==> config.mk <==
export PLATFORM = sky130hd
export DESIGN_NAME = bit_serial_sched
export DESIGN_NICKNAME = d
export VERILOG_FILES = /design/src/rtl/bit_serial_sched.sv
export SDC_FILE = /design/constraint.sdc
export NUM_CORES = 1
export LEC_CHECK = 0
export ABC_CLOCK_PERIOD_IN_PS = 3800
export BUFFER_PORTS_ARGS = -buffer_cell sky130_fd_sc_hd__clkbuf_2
export CAP_MARGIN = 10
export CORE_AREA = 2 2 67 69
export DETAILED_ROUTE_END_ITERATION = 10
export DIE_AREA = 0 0 69 71
export HOLD_SLACK_MARGIN = 0.12
export PLACE_DENSITY = 0.79
export SYNTH_ARGS = -nofsm -noshare
export SYNTH_HDL_FRONTEND = slang
export SYNTH_SLANG_ARGS = --single-unit
==> constraint.sdc <==
create_clock -name clk -period 3.8 [get_ports clk]
set_clock_uncertainty 0.2 [all_clocks]
set_input_delay 0 -clock clk [delete_from_list [all_inputs] [get_ports clk]]
set_output_delay 0 -clock clk [all_outputs]
set_load 0.05 [all_outputs]
==> src/rtl/bit_serial_sched.sv <==
// bit_serial_sched: round-robin arbiter plus sequencer for a shared bit-serial
// add/subtract datapath. The winner's operands are captured, WIDTH LSB-first
// serial steps are run through an internal 1-bit full adder, and done pulses
// with the result and owner ID. All outputs are registered.
module bit_serial_sched #(
  parameter int WIDTH = 8
) (
  input  logic             clk,
  input  logic             reset,
  input  logic             req0,
  input  logic [WIDTH-1:0] a0,
  input  logic [WIDTH-1:0] b0,
  input  logic             sub0,
  input  logic             req1,
  input  logic [WIDTH-1:0] a1,
  input  logic [WIDTH-1:0] b1,
  input  logic             sub1,
  output logic             gnt0,
  output logic             gnt1,
  output logic             busy,
  output logic             done,
  output logic             done_id,
  output logic [WIDTH-1:0] sum,
  output logic             cout,
  output logic             ovf
);

  localparam int CW = (WIDTH > 1) ? $clog2(WIDTH) : 1;
  localparam logic [CW-1:0] LAST = CW'(WIDTH - 1);

  typedef enum logic [1:0] {IDLE, SHIFT, DONE} state_t;

  state_t           state_q, state_d;
  logic [WIDTH-1:0] a_q, a_d, b_q, b_d, s_q, s_d, sum_q, sum_d;
  logic [CW-1:0]    cnt_q, cnt_d;
  logic             carry_q, carry_d, owner_q, owner_d, last_q, last_d;
  logic             gnt0_q, gnt0_d, gnt1_q, gnt1_d, busy_q, busy_d;
  logic             done_q, done_d, done_id_q, done_id_d, cout_q, cout_d;
  logic             ovf_q, ovf_d;

  logic             win, sub_w, s_bit, maj;
  logic [WIDTH-1:0] a_w, b_w, s_next;

  // Next-state: arbitration in IDLE, one full-adder step per SHIFT cycle,
  // and result publication on the final shift so done lines up with DONE.
  always_comb begin
    state_d   = state_q;
    a_d       = a_q;
    b_d       = b_q;
    s_d       = s_q;
    cnt_d     = cnt_q;
    carry_d   = carry_q;
    owner_d   = owner_q;
    last_d    = last_q;
    sum_d     = sum_q;
    cout_d    = cout_q;
    ovf_d     = ovf_q;
    done_id_d = done_id_q;
    gnt0_d    = 1'b0;
    gnt1_d    = 1'b0;
    done_d    = 1'b0;
    // A tie goes to whoever was not served last; otherwise the sole requester.
    win       = (req0 & req1) ? ~last_q : req1;
    a_w       = win ? a1 : a0;
    b_w       = win ? b1 : b0;
    sub_w     = win ? sub1 : sub0;
    s_bit     = a_q[0] ^ b_q[0] ^ carry_q;
    maj       = (a_q[0] & b_q[0]) | (a_q[0] & carry_q) | (b_q[0] & carry_q);
    s_next    = {s_bit, s_q[WIDTH-1:1]};
    case (state_q)
      IDLE: begin
        if (req0 | req1) begin
          // Subtract is A + ~B + 1: invert B and seed the carry with 1.
          a_d     = a_w;
          b_d     = sub_w ? ~b_w : b_w;
          carry_d = sub_w;
          s_d     = '0;
          cnt_d   = '0;
          owner_d = win;
          gnt0_d  = ~win;
          gnt1_d  = win;
          state_d = SHIFT;
        end
      end
      SHIFT: begin
        carry_d = maj;
        a_d     = a_q >> 1;
        b_d     = b_q >> 1;
        s_d     = s_next;
        cnt_d   = cnt_q + CW'(1);
        if (cnt_q == LAST) begin
          // carry_q is the carry into the MSB here, maj the carry out.
          sum_d     = s_next;
          cout_d    = maj;
          ovf_d     = carry_q ^ maj;
          done_id_d = owner_q;
          last_d    = owner_q;
          done_d    = 1'b1;
          state_d   = DONE;
        end
      end
      DONE:    state_d = IDLE;
      default: state_d = IDLE;
    endcase
    busy_d = (state_d != IDLE);
  end

  // State and registered outputs; reset aborts any operation in flight.
  always_ff @(posedge clk or negedge reset) begin
    if (!reset) begin
      state_q   <= IDLE;
      a_q       <= '0;
      b_q       <= '0;
      s_q       <= '0;
      cnt_q     <= '0;
      carry_q   <= 1'b0;
      owner_q   <= 1'b0;
      last_q    <= 1'b1;
      sum_q     <= '0;
      cout_q    <= 1'b0;
      ovf_q     <= 1'b0;
      done_id_q <= 1'b0;
      gnt0_q    <= 1'b0;
      gnt1_q    <= 1'b0;
      done_q    <= 1'b0;
      busy_q    <= 1'b0;
    end else begin
      state_q   <= state_d;
      a_q       <= a_d;
      b_q       <= b_d;
      s_q       <= s_d;
      cnt_q     <= cnt_d;
      carry_q   <= carry_d;
      owner_q   <= owner_d;
      last_q    <= last_d;
      sum_q     <= sum_d;
      cout_q    <= cout_d;
      ovf_q     <= ovf_d;
      done_id_q <= done_id_d;
      gnt0_q    <= gnt0_d;
      gnt1_q    <= gnt1_d;
      done_q    <= done_d;
      busy_q    <= busy_d;
    end
  end

  assign gnt0    = gnt0_q;
  assign gnt1    = gnt1_q;
  assign busy    = busy_q;
  assign done    = done_q;
  assign done_id = done_id_q;
  assign sum     = sum_q;
  assign cout    = cout_q;
  assign ovf     = ovf_q;

endmodule

==> results of run 1 <==
-- stage by stage --
stage	power (mW)	cells
finish	2.10	344
global route	2.24	344
CTS	2.09	342
detailed placement	1.68	288
global placement	1.65	288
floorplan	1.49	196
-- worst min path at each step --
stage | from | end | slack (ns) | depth (start not counted)
floorplan | reset | a_q[0]$_DFFE_PN0P_ | -0.50 | 0
global placement | reset | sum[1]$_DFFE_PN0P_ | 0.07 | 1
detailed placement | reset | sum[1]$_DFFE_PN0P_ | 0.07 | 1
CTS | reset | sum[1]$_DFFE_PN0P_ | 0.29 | 2
global route | cnt_q[0]$_DFFE_PN0P_ | cnt_q[0]$_DFFE_PN0P_ | 0.32 | 1
finish | sum[7]$_DFFE_PN0P_ | sum[7]$_DFFE_PN0P_ | 0.29 | 2
-- critical path: stages, from the launching register on --
cell	delay [ns]
dfstp_2	0.53
a21bo_1	0.72
mux2i_1	0.27
dlygate4sd3_1	0.59
o221ai_1	0.10
dlygate4sd3_1	0.61
-- what timing repair did --
action,in CTS,in global routing
hold buffers,46,1
endpoints found under the hold margin,64,4
resized for setup,0,0
-- layout make-up --
class | instances | area (um2)
clock buffer | 8 | 80.1
multi-input combinational | 127 | 943
tap | 52 | 65.1
fill | 312 | 1160
inverter | 11 | 41.3
sequential | 46 | 1150
timing repair buffer | 100 | 758
-- logic make-up after synthesis --
| kind of cell | synth area share [%] |
|---|---|
| buffers and inverters | 4.99 |
| XOR/XNOR | 6.75 |
| adder cells (fa/ha/maj) | 2.04 |
| flip-flops | 52.2 |
| AND/OR/NAND/NOR | 8.23 |
| multiplexers | 13.2 |
| AO/OA/AOI/OAI | 12.5 |
-- layer usage --
metal  part of all wire (%)  vias up
li1                       -      872
met1                     44      900
met2                     50       50
met3                    4.0        9
met4                    1.5        0
met5                      0        -
-- flip-flops by register name (all words and copies together), names as in the netlist, 2 cells and up --
name / cells
a_q: 8
b_q: 8
sum: 8
s_q: 7
cnt_q: 3
state_q: 2
-- report_power, final --
part	internal (mW)	total, mW	leakage [nW]	switching, mW
registers	0.700	0.814	0.577	0.114
clock network	0.131	0.285	0.0395	0.154
logic	0.385	1.00	0.902	0.620
-- placed cells by master (no fill, tap or decap) --
cell and count:
a21bo_1 1, a21o_1 1, and2_1 1, buf_16 1
clkbuf_1 3, clkbuf_2 52, clkbuf_8 5, dfrtp_1 45
dfstp_2 1, dlygate4sd3_1 47, fa_1 1, ha_1 2
inv_1 9, inv_2 2, mux2_1 9, mux2i_1 19
nand2_1 30, nand2b_1 1, nand3b_4 1, nor2_1 1
nor2_2 1, nor2b_1 1, nor3_2 2, o21a_1 1
o21ai_0 7, o21ai_1 14, o21ai_2 1, o221ai_1 15
o22ai_1 1, xor2_1 17
==> results.yml, run 1 <==
grt:
  track_usage_pct: 22.0
  antenna_found_initial: 0
  met3_usage_pct: 4.99
  globalRouteMet2Util_pct: 36.5
  overflow: 0
  grt_busiest_layer: "met2"
  grt.met1_usage_pct: 28.5
  grt_max_degree: 47
  grt_pass1_wl_mm: 8.63
  grt_pass1_vias: 1886
logic_synthesis:
  synth_common_cells: "dfrtp_1, nand2_1, mux2i_1"
  yosysMostFrequentCell: "dfrtp_1"
  synth_edf_count: 0
  synthFlopType: "dfrtp_1"
  synth_area_leaders: "dfrtp_1, mux2i_1, xor2_1"
  seq_area_frac_synth_pct: 52.2
  syn-cell-area_mm2: 0.00221
  ys_ff_latch: 46
  synth_nets: 237
  synth_top_area_share_pct: 51.0
  synth_warnings: 0
  syn_inst: 196
  synth.distinct_cells: 28
  syn_avg_cell_area_um2: 11.3
  synth_top_cell_by_area: "dfrtp_1"
  synthArstFlopShare_pct: 100
critical_path:
  critPathArrivalTime_ns: 3.13
  r2r_cells: 5
  rrSetupSlack_ns: 0.65
  reg2reg_from: "last_q$_DFFE_PN1P_"
  cp-start-kind: "register"
  end_kind: "register"
  path_class: "reg2reg"
  path_max_fanout: 19
  worstPathRequired_ns: 3.78
  endpoint: "b_q[1]$_DFFE_PN0P_"
  reg2reg_to: "b_q[1]$_DFFE_PN0P_"
  startpoint: "last_q$_DFFE_PN1P_"
timing:
  finalHoldViolCount: 0
  timing.final.ws_setup_ns: 0.651
  finalCritPeriodShare_pct: 82.9
  fmax_mhz: 318
  rsz0062_at_grt: "no"
  worst_pin_slew_ns: 1.11
  final-setup-viol-count: 0
  slew_headroom_pct: 26.0
  setup_tns_ns: 0
  fin_crit_ns: 3.15
  fin_hold_ws_ns: 0.288
  maxSlewViolCount: 0
final_layout:
  design_area_mm2: 0.00304
  antenna_cells: 0
  drive_gt1_share_pct: 22.6
  area_growth_syn_to_layout_pct: 37.8
  nNetsFinal: 332
  finalCoreUtilization_pct: 72.3
floorplanning:
  die_h_um: 71
  coreArea_mm2: 0.00420
  ios: 53
  fp.dieArea_mm2: 0.00490
  rows: 24
  initial_core_util_pct: 52.5
  die_x_um: 69
drt:
  drtIter0Drc: 108
  wl_mm: 5.05
  post_drt_wl_per_cell_um: 14.7
  route.antenna.remaining_nets: 0
  drc_errors: 0
  dr_total_vias: 1831
  first_pass_iters: 4
  drt-vias-per-instance: 5.32
clock_network:
  cts_buffers: 5
  cts_setup_buffers: 0
  htreeDepth: 2
  clock_sinks: 46
  clk_path_buf_depth: 2
  path_clk_slew_ns: 0.08
  clock_latency_ns: 0.30
  clockRootBuffer: "clkbuf_8"
  tritoncts: "yes"
placed_design:
  post-place-ws_ns: 1.74
  placed_area_mm2: 0.00246
  gp_congestion: 0.716
  port_buffers: 52
  dp_hpwl_mm: 2.77
power:
  worst_ir_drop_vdd_mv: 0.321
  power_density_mw_per_mm2: 692
  p_leak_nw: 1.52
job:
  drv_cap: 0
run_status:
  status: "complete, no violations"
hold_path:
  hp-class: "reg2reg"
No activity file was read; power rests on OpenSTA's default activity.
==> inputs of run 2 (changes only) <==
==> config.mk (replaced) <==
export PLATFORM = sky130hd
export DESIGN_NAME = bit_serial_sched
export DESIGN_NICKNAME = d
export VERILOG_FILES = /design/src/rtl/bit_serial_sched.sv
export SDC_FILE = /design/constraint.sdc
export NUM_CORES = 1
export LEC_CHECK = 0
export ABC_AREA = 1
export ABC_CLOCK_PERIOD_IN_PS = 2700
export BUFFER_PORTS_ARGS = -buffer_cell sky130_fd_sc_hd__clkbuf_2
export CAP_MARGIN = 10
export CORE_AREA = 2 2 74 76
export DETAILED_ROUTE_END_ITERATION = 10
export DIE_AREA = 0 0 76 78
export HOLD_SLACK_MARGIN = 0.12
export PLACE_DENSITY = 0.74
export SYNTH_ARGS = -nofsm -noshare
export SYNTH_HDL_FRONTEND = slang
export SYNTH_SLANG_ARGS = --single-unit
==> constraint.sdc (replaced) <==
create_clock -name clk -period 2.7 [get_ports clk]
set_clock_uncertainty 0.2 [all_clocks]
set_input_delay 0 -clock clk [delete_from_list [all_inputs] [get_ports clk]]
set_output_delay 0 -clock clk [all_outputs]
set_load 0.05 [all_outputs]
==> run 2 against run 1 <==
Routed wire length up 9.4%. Critical path type unchanged. Clock-buffer cell count down 3. Global-route usage down 1.5 points. Final area up 9.2%. Largest power group unchanged. First-iteration DRC count up 23%.
==> results.yml, run 2 <==
timing:
  slew_headroom_pct: 68.3
  finalHoldViolCount: 0
  maxSlewViolCount: 0
  fin_crit_ns: 2.38
  timing.final.ws_setup_ns: 0.320
  finalCritPeriodShare_pct: 88.1
  final-setup-viol-count: 0
  setup_tns_ns: 0
  worst_pin_slew_ns: 0.476
  rsz0062_at_grt: "no"
  fmax_mhz: 420
hold_path:
  min_to: "b_q[7]$_DFFE_PN0P_"
  holdPathStages: 6
  hp-class: "in2reg"
  hp-start: "req1"
critical_path:
  path_max_fanout: 35
  r2r_cells: 8
  end_kind: "register"
  cp_slowest_cell: "dlygate4sd3_1"
  cp-start-kind: "register"
  critical-path-max-stage-delay_ns: 0.71
  critPathArrivalTime_ns: 2.37
  reg2reg_to: "b_q[6]$_DFFE_PN0P_"
  worstPathRequired_ns: 2.69
  cp_common_cell: "nand2_1"
  reg2reg_from: "last_q$_DFFE_PN1P_"
  path_class: "reg2reg"
  rrSetupSlack_ns: 0.32
  path_cells: "nand2_1 -> nand2_4 -> nand2_1 -> nand2_1 -> dlygate4sd3_1 -> nand2_1 -> nand3_1 -> nand2_1"
logic_synthesis:
  synth_area_leaders: "dfrtp_1, nand2_1, inv_1"
  syn-cell-area_mm2: 0.00241
  syn_inst: 317
  synth_warnings: 0
  synth_common_cells: "nand2_1, inv_1, dfrtp_1"
  synth_fa_ha_area_share_pct: 1.87
  synth_edf_count: 0
  synth_top_area_share_pct: 46.7
  ys_ff_latch: 46
  synthArstFlopShare_pct: 100
  seq_area_frac_synth_pct: 47.8
  yosys.area_share.simple_pct: 30.3
  muxShareOfSynthArea_pct: 0
  synth_top_cell_by_area: "dfrtp_1"
  yosysMostFrequentCell: "nand2_1"
  synth.distinct_cells: 27
  synth_compound_area_share_pct: 8.20
  synthXorXnorAreaFrac_pct: 0.363
  synth_nets: 358
  syn_avg_cell_area_um2: 7.60
  synth_top_family_by_area: "simple AND/OR/NAND/NOR gates"
  synthFlopType: "dfrtp_1"
grt:
  grt_max_degree: 47
  overflow: 0
  track_usage_pct: 20.5
  met3_usage_pct: 3.37
  grt_pass1_wl_mm: 9.87
  antenna_found_initial: 0
  grt_pass1_vias: 2358
  globalRouteMet2Util_pct: 38.3
  grt_busiest_layer: "met2"
  grt.met1_usage_pct: 23.4
drt:
  post_drt_wl_per_cell_um: 11.4
  dr_total_vias: 2348
  drt-vias-per-instance: 4.83
  wl_mm: 5.52
  route.antenna.remaining_nets: 0
  first_pass_iters: 5
  drtIter0Drc: 133
  drc_errors: 0
floorplanning:
  die_x_um: 76
  fp.dieArea_mm2: 0.00593
  die_h_um: 78
  coreArea_mm2: 0.00504
  initial_core_util_pct: 47.8
  ios: 53
  rows: 26
final_layout:
  antenna_cells: 0
  nNetsFinal: 456
  final_common_cell: "nand2_1"
  area_growth_syn_to_layout_pct: 37.8
  finalCoreUtilization_pct: 65.9
  drive_gt1_share_pct: 17.8
  layout_common_cells: "nand2_1, clkbuf_2, dlygate4sd3_1, inv_1, dfrtp_1"
power:
  total_power_mw: 3.31
  worst_ir_drop_vdd_mv: 0.478
  p_leak_nw: 1.81
  power_density_mw_per_mm2: 995
clock_network:
  path_clk_slew_ns: 0.08
  clock_sinks: 46
  cts_setup_buffers: 0
  clk_path_buf_depth: 2
  clock_latency_ns: 0.30
  tritoncts: "yes"
  htreeDepth: 2
  cts_buffers: 5
  clockRootBuffer: "clkbuf_8"
run_status:
  status: "complete, no violations"
placed_design:
  gp_congestion: 0.788
  port_buffers: 52
  dp_hpwl_mm: 3.24
  post-place-ws_ns: 0.741
job:
  drv_cap: 0
[run 2: per-stage QoR]
stage / hold WS, ns / cells / cell area, um2
floorplan: -0.496 / 317 / 2410
global placement: 0.0628 / 427 / 2680
detailed placement: 0.0620 / 427 / 2680
CTS: 0.225 / 484 / 3290
global route: 0.311 / 486 / 3320
finish: 0.248 / 486 / 3320
[run 2: where the power goes]
group | internal, mW | switching (mW)
Sequential | 1.01 | 0.157
Combinational | 0.554 | 1.07
Clock | 0.275 | 0.241
[run 2: what timing repair did]
action                     in CTS  in global routing
resized for setup               0                  1
hold buffers                   49                  1
hold endpoints to repair       74                 14
setup endpoints to repair       0                  6
[run 2: layer usage]
layer / share of wire [%] / vias to the layer above
met5: 0 / -
met4: 2.2 / 0
met3: 5.5 / 8
met2: 52 / 83
met1: 41 / 1082
li1: - / 1175
[run 2: layout make-up]
class,instances,area (um2)
Clock buffer,5,68.8
Clock inverter,3,45.0
Fill cell,394,1720
Inverter,49,191
Multi-Input combinational cell,209,987
Sequential cell,46,1150
Tap cell,70,87.6
Timing Repair Buffer,104,788
[run 2: worst max-delay path by stage]
stage	from	endpoint	cells past startpoint
after floorplan	last_q$_DFFE_PN1P_	b_q[3]$_DFFE_PN0P_	8
after global placement	last_q$_DFFE_PN1P_	b_q[1]$_DFFE_PN0P_	7
after detailed placement	last_q$_DFFE_PN1P_	b_q[5]$_DFFE_PN0P_	7
after CTS	last_q$_DFFE_PN1P_	b_q[6]$_DFFE_PN0P_	8
after global routing	last_q$_DFFE_PN1P_	b_q[2]$_DFFE_PN0P_	8
final	last_q$_DFFE_PN1P_	b_q[6]$_DFFE_PN0P_	8
[run 2: logic make-up (layout without fill, tap and decap cells)]
family | after synthesis | in the layout
and+or+nand+nor | 172 | 172
buffers and inverters | 62 | 161
DFF | 46 | 46
AOI/OAI and AO/OA | 33 | 33
adders and majority gates | 3 | 3
xor gates and xnor gates | 1 | 1
[run 2: worst max-delay path, delay by kind of cell (launching register included)]
kind	cells	cell delay (ns)
simple gates	7	0.82
buf+inv	1	0.71
flops	1	0.53
